<file path="config.mk">
export PLATFORM = sky130hd
export DESIGN_NAME = iot_event_serializer
export DESIGN_NICKNAME = d
export VERILOG_FILES = /design/src/rtl/iot_event_serializer.sv
export SDC_FILE = /design/constraint.sdc
export NUM_CORES = 1
export LEC_CHECK = 0
export ABC_AREA = 1
export BUFFER_PORTS_ARGS = -buffer_cell sky130_fd_sc_hd__buf_2
export CELL_PAD_IN_SITES_DETAIL_PLACEMENT = 1
export CELL_PAD_IN_SITES_GLOBAL_PLACEMENT = 1
export CORE_MARGIN = 2
export CORE_UTILIZATION = 37
export DETAILED_ROUTE_END_ITERATION = 6
export MAX_ROUTING_LAYER = met4
export PLACE_DENSITY = 0.73
export SLEW_MARGIN = 25
export SYNTH_ARGS = -nofsm -noshare
export SYNTH_HDL_FRONTEND = slang
export SYNTH_SLANG_ARGS = --single-unit
</file>
<file path="constraint.sdc">
create_clock -name clk -period 2.4 [get_ports clk]
set_clock_uncertainty 0.05 [all_clocks]
set_input_delay 0.12 -clock clk [delete_from_list [all_inputs] [get_ports clk]]
set_output_delay 0.12 -clock clk [all_outputs]
set_load 0.1 [all_outputs]
</file>
<file path="src/rtl/iot_event_serializer.sv">
// Serialises per-device on/off status edges into one change/on_off event per clock,
// keeping one pending event per device and arbitrating round-robin.
module iot_event_serializer #(
   parameter int unsigned N_DEV = 8,
   parameter int unsigned ID_W  = $clog2(N_DEV)
) (
   input  logic             clk,
   input  logic             rst,
   input  logic [N_DEV-1:0] dev_status,
   output logic             change,
   output logic             on_off,
   output logic [ID_W-1:0]  dev_id,
   output logic             pending_any
);
   typedef enum logic [1:0] {
      PEND_NONE = 2'd0,
      PEND_UP   = 2'd1,
      PEND_DOWN = 2'd2
   } pend_t;

   pend_t            pend_q [N_DEV];
   pend_t            pend_d [N_DEV];
   logic [N_DEV-1:0] prev_q;
   logic [N_DEV-1:0] rise;
   logic [N_DEV-1:0] fall;
   logic [N_DEV-1:0] cand;
   logic [ID_W-1:0]  rr_ptr_q;
   logic             grant_vld;
   logic             grant_up;
   logic [ID_W-1:0]  grant_idx;
   logic             hi_vld;
   logic             hi_up;
   logic [ID_W-1:0]  hi_idx;
   logic             lo_up;
   logic [ID_W-1:0]  lo_idx;
   logic             pend_any_d;

   assign rise = dev_status & ~prev_q;
   assign fall = ~dev_status & prev_q;

   always_comb begin
      cand = '0;
      for (int i = 0; i < int'(N_DEV); i++) begin
         cand[i] = (pend_q[i] != PEND_NONE);
      end
   end

   // Round-robin pick: lowest candidate at or above rr_ptr, else lowest overall (wrap).
   always_comb begin
      hi_vld    = 1'b0;
      hi_up     = 1'b0;
      hi_idx    = '0;
      lo_up     = 1'b0;
      lo_idx    = '0;
      grant_vld = 1'b0;
      for (int i = int'(N_DEV) - 1; i >= 0; i--) begin
         if (cand[i]) begin
            grant_vld = 1'b1;
            lo_idx    = ID_W'(i);
            lo_up     = (pend_q[i] == PEND_UP);
            if (i >= int'(rr_ptr_q)) begin
               hi_vld = 1'b1;
               hi_idx = ID_W'(i);
               hi_up  = (pend_q[i] == PEND_UP);
            end
         end
      end
      grant_idx = hi_vld ? hi_idx : lo_idx;
      grant_up  = hi_vld ? hi_up : lo_up;
   end

   // Pending update: clear the granted device first, then fold in this edge.
   always_comb begin
      pend_any_d = 1'b0;
      for (int i = 0; i < int'(N_DEV); i++) begin
         pend_d[i] = pend_q[i];
         if (grant_vld && (grant_idx == ID_W'(i))) begin
            pend_d[i] = PEND_NONE;
         end
         if (rise[i]) begin
            if (pend_d[i] == PEND_NONE) begin
               pend_d[i] = PEND_UP;
            end else if (pend_d[i] == PEND_DOWN) begin
               pend_d[i] = PEND_NONE;
            end
         end else if (fall[i]) begin
            if (pend_d[i] == PEND_NONE) begin
               pend_d[i] = PEND_DOWN;
            end else if (pend_d[i] == PEND_UP) begin
               pend_d[i] = PEND_NONE;
            end
         end
         pend_any_d = pend_any_d | (pend_d[i] != PEND_NONE);
      end
   end

   always_ff @(posedge clk) begin
      if (rst) begin
         prev_q      <= '0;
         rr_ptr_q    <= '0;
         change      <= 1'b0;
         on_off      <= 1'b0;
         dev_id      <= '0;
         pending_any <= 1'b0;
         for (int i = 0; i < int'(N_DEV); i++) begin
            pend_q[i] <= PEND_NONE;
         end
      end else begin
         prev_q      <= dev_status;
         pending_any <= pend_any_d;
         change      <= grant_vld;
         on_off      <= grant_vld & grant_up;
         dev_id      <= grant_vld ? grant_idx : '0;
         for (int i = 0; i < int'(N_DEV); i++) begin
            pend_q[i] <= pend_d[i];
         end
         if (grant_vld) begin
            rr_ptr_q <= (grant_idx == ID_W'(N_DEV - 1)) ? '0 : grant_idx + ID_W'(1);
         end
      end
   end

endmodule

</file>
==> key figures <==
Synth
  – Syn Area/Cell: 5.894 µm²
  – Top cells by count, synth: nand2_1 (113), nor2_1 (68), inv_1 (46)
  – Top-count cell post-synth: nand2_1
  – Syn Std Cell Area: 1933 µm²
  – Main synth FF type: dfxtp_1
  – Yosys top cell area share: 34.17%
  – Top cell type by total area after synthesis: dfxtp_1
  – Post-synthesis sequential area ratio: ~34%
  – Yosys warns: 0
  – Syn nets: approximately 340
  – Async SR Flop Fraction: 0%
  – Cell count after synthesis: 328
  – EDFF count, synth: 0
  – Synth top area cells: dfxtp_1 (34%), nand2_1 (22%), nor2_1 (13%)
  – #FFs+latches synth: 33
  – Netlist cell types: 23

Die
  – I/O Pins: 16
  – Die height: 76.28 µm
  – Initial core utilization: 38.09%
  – Die Width: 76.28 µm
  – Die Area: ~5800 µm²
  – Core area: 5075 µm²
  – # rows: 26

Critical path
  – Worst Setup Path Type: reg -> reg
  – Crit path required time: 2.55 ns
  – CP max FO: 4
  – Critical Path Source Type: flip-flop
  – CP endpoint kind: flip-flop
  – WP data arrival: 3.00 ns
  – CP cell instances: inv_1 > nand2_1 > nand3_2 > nand2_2 > nor2_4 > nand2_2 > inv_2 > o211ai_1 > nand2_2 > ha_4 > ha_4 > nand2_4 > nand2_2 > nand2_1 > nand2_1 > nand2_2 > nand2_1 > nor2_1 > nand3_1 > nor2_1 > nand3_1 > nand2_1 > inv_1
  – Max incr delay on CP: 0.43 ns
  – Slowest cell on crit path: dfxtp_1
  – Reg2Reg Depth: 23

Status
  – Status: complete, but fails checks
  – Failing checks: setup timing

Finish
  – Synth-to-Final Area Change: 57.67%
  – Util after Layout: 60.06%
  – Total Nets Final: 428
  – ANT cells: 0
  – Fillers: 690
  – Layout cells sized above 1: 41.50%

Pwr
  – P_leak: 1.548 nW
  – Worst vdd ir: 0.4661 mV
  – Power per cell area: 1109 nW/µm²
  – Total power: 3.381 mW

Timing
  – Final setup fails: 10
  – Slew Viols, Final: 0
  – RSZ-0062 raised after global routing: yes
  – Worst setup margin: -0.4556 ns
  – Min Tclk post-route: between 2 and 3 ns
  – Final Cycle Share: 119.0%
  – Worst hold slack: 0.005944 ns
  – Slew HR: about three fifths
  – Max frequency: 350.2 MHz
  – Final Hold Vio Count: 0
  – Slew of the pin with the lowest slew margin: 0.5715 ns

Hold path
  – Hold Crit Class: in -> reg
  – Hold-critical path depth: 3

Global route
  – First-pass GRT wire length: 12,190 µm
  – Pin count of the biggest net entering global routing: 29
  – GR Util met2: 48.76%
  – GR Util met1: 30.49%
  – Initial antenna violation count: 0
  – Vias in the first global route: 2,552
  – GRT Residual Overflow: 0
  – Met3 Use GR: 4.976%
  – Gr busiest metal: met2
  – Total GRT Usage: 27.25%

Job
  – # Max-Cap Violations: 0

Detailed routing
  – DRC violation count after routing: 0
  – Total number of vias: roughly 2,500
  – 1st-pass router iterations: 4
  – Post-DR wirelength/cell: 18.22 µm
  – WL final: 8780 µm
  – Initial drt markers: 146
  – Post-DR vias/cell: just over 5
  – DRT antenna net count: 0

Place
  – DPL Wire Length: between 4000 and 5000 µm
  – Port bufs: 15
  – Routability cong.: 0.8492

Clocking
  – CTS Buf Count: 5
  – CTS tree: built
  – H-Tree Level Count: 2
  – Deepest clock path buffer count: 2
  – Clk sinks: 33
  – Clk_lat worst skew: approximately 0.30 ns
  – Worst-path clk slew: 0.07 ns
  – Clock root buffer: clkbuf_8
## layout by cell type, fill, tap and decap left out, types with 9 or more instances in the layout
cell type  netlist  routed
inv_1           46      39
buf_2            0      15
dfxtp_1         33      28
nor2_1          68      61
nand3_1         15      10
nand2_2          4      30
buf_4            0      60
nand2_1        113      78
inv_2            2       9
nand2_4          1      10
## power by group
part / internal (mW) / switching [mW] / leakage [nW]
combinational: 0.849 / 1.26 / 1.22
clock: 0.302 / 0.226 / 0.0540
sequential: 0.638 / 0.102 / 0.276
## critical path: cells and delay by family, from the launching register on
family / cells / cell delay (ns)
AND/OR/NAND/NOR: 17 / 1.57
flip-flops: 1 / 0.43
adder cells (fa/ha/maj): 2 / 0.38
buffers and inverters: 3 / 0.19
AO/OA/AOI/OAI: 1 / 0.12
## kinds of logic after synthesis
logic type               share of synthesized area [%]
adder cells (fa/ha/maj)                          3.883
AND/OR/NAND/NOR                                  43.36
buffers and inverters                            9.903
flip-flops                                       34.17
AO/OA/AOI/OAI                                    8.673
## repair_timing
action,in CTS,in global routing
buffers inserted,11,3
hold buffers,0,0
pin swaps,23,22
gates resized for setup,52,41
endpoints found under the setup margin,15,17
## metal layers
layer | routed length [µm] | share of wire (%)
met1 | 3593 | 41
met2 | 4454 | 51
met3 | 398 | 4.5
met4 | 333 | 3.8
met5 | 0 | 0
## per-stage QoR
step / TNS, ns / instance area [µm²] / worst slack [ns] / instances
after global placement: -0.2723 / 2499 / -0.2670 / 461
after floorplan: 0 / 1964 / 0.004789 / 328
after CTS: -0.2812 / 2867 / -0.1745 / 479
after global routing: -3.250 / 3048 / -0.6000 / 482
after detailed placement: -0.6668 / 2499 / -0.3868 / 461
final: -1.371 / 3048 / -0.4556 / 482
## state kept, by name, summed over array words and instances, names as in the netlist
| name | cells |
|---|---|
| change | 1 |
| on_off | 1 |
| dev_id | 3 |
| pending_any | 1 |
| prev_q | 8 |
| pend_q | 16 |
| rr_ptr_q | 3 |
## final cells by class
type / instances / area, µm² / area share (%)
clock inverter: 2 / 35.03 / 1.149
multi-input combinational: 244 / 1423 / 46.67
tap: 70 / 87.58 / 2.874
sequential: 33 / 671.9 / 22.04
clock buffer: 5 / 68.82 / 2.258
inverter: 48 / 180.2 / 5.911
timing repair buffer: 80 / 581.8 / 19.09
## path summary, 6_finish.rpt
| path | start | end | slack (ns) |
|---|---|---|---|
| setup / recovery | pend_q[1][1] | pending_any | -0.46 |
| hold reg to reg | prev_q[2] | pend_q[0][4] | 0.59 |
| hold / removal | dev_status[6] | prev_q[6] | 0.006 |
| setup reg to reg | pend_q[1][1] | pending_any | -0.46 |
No activity file was read; power rests on OpenSTA's default activity.
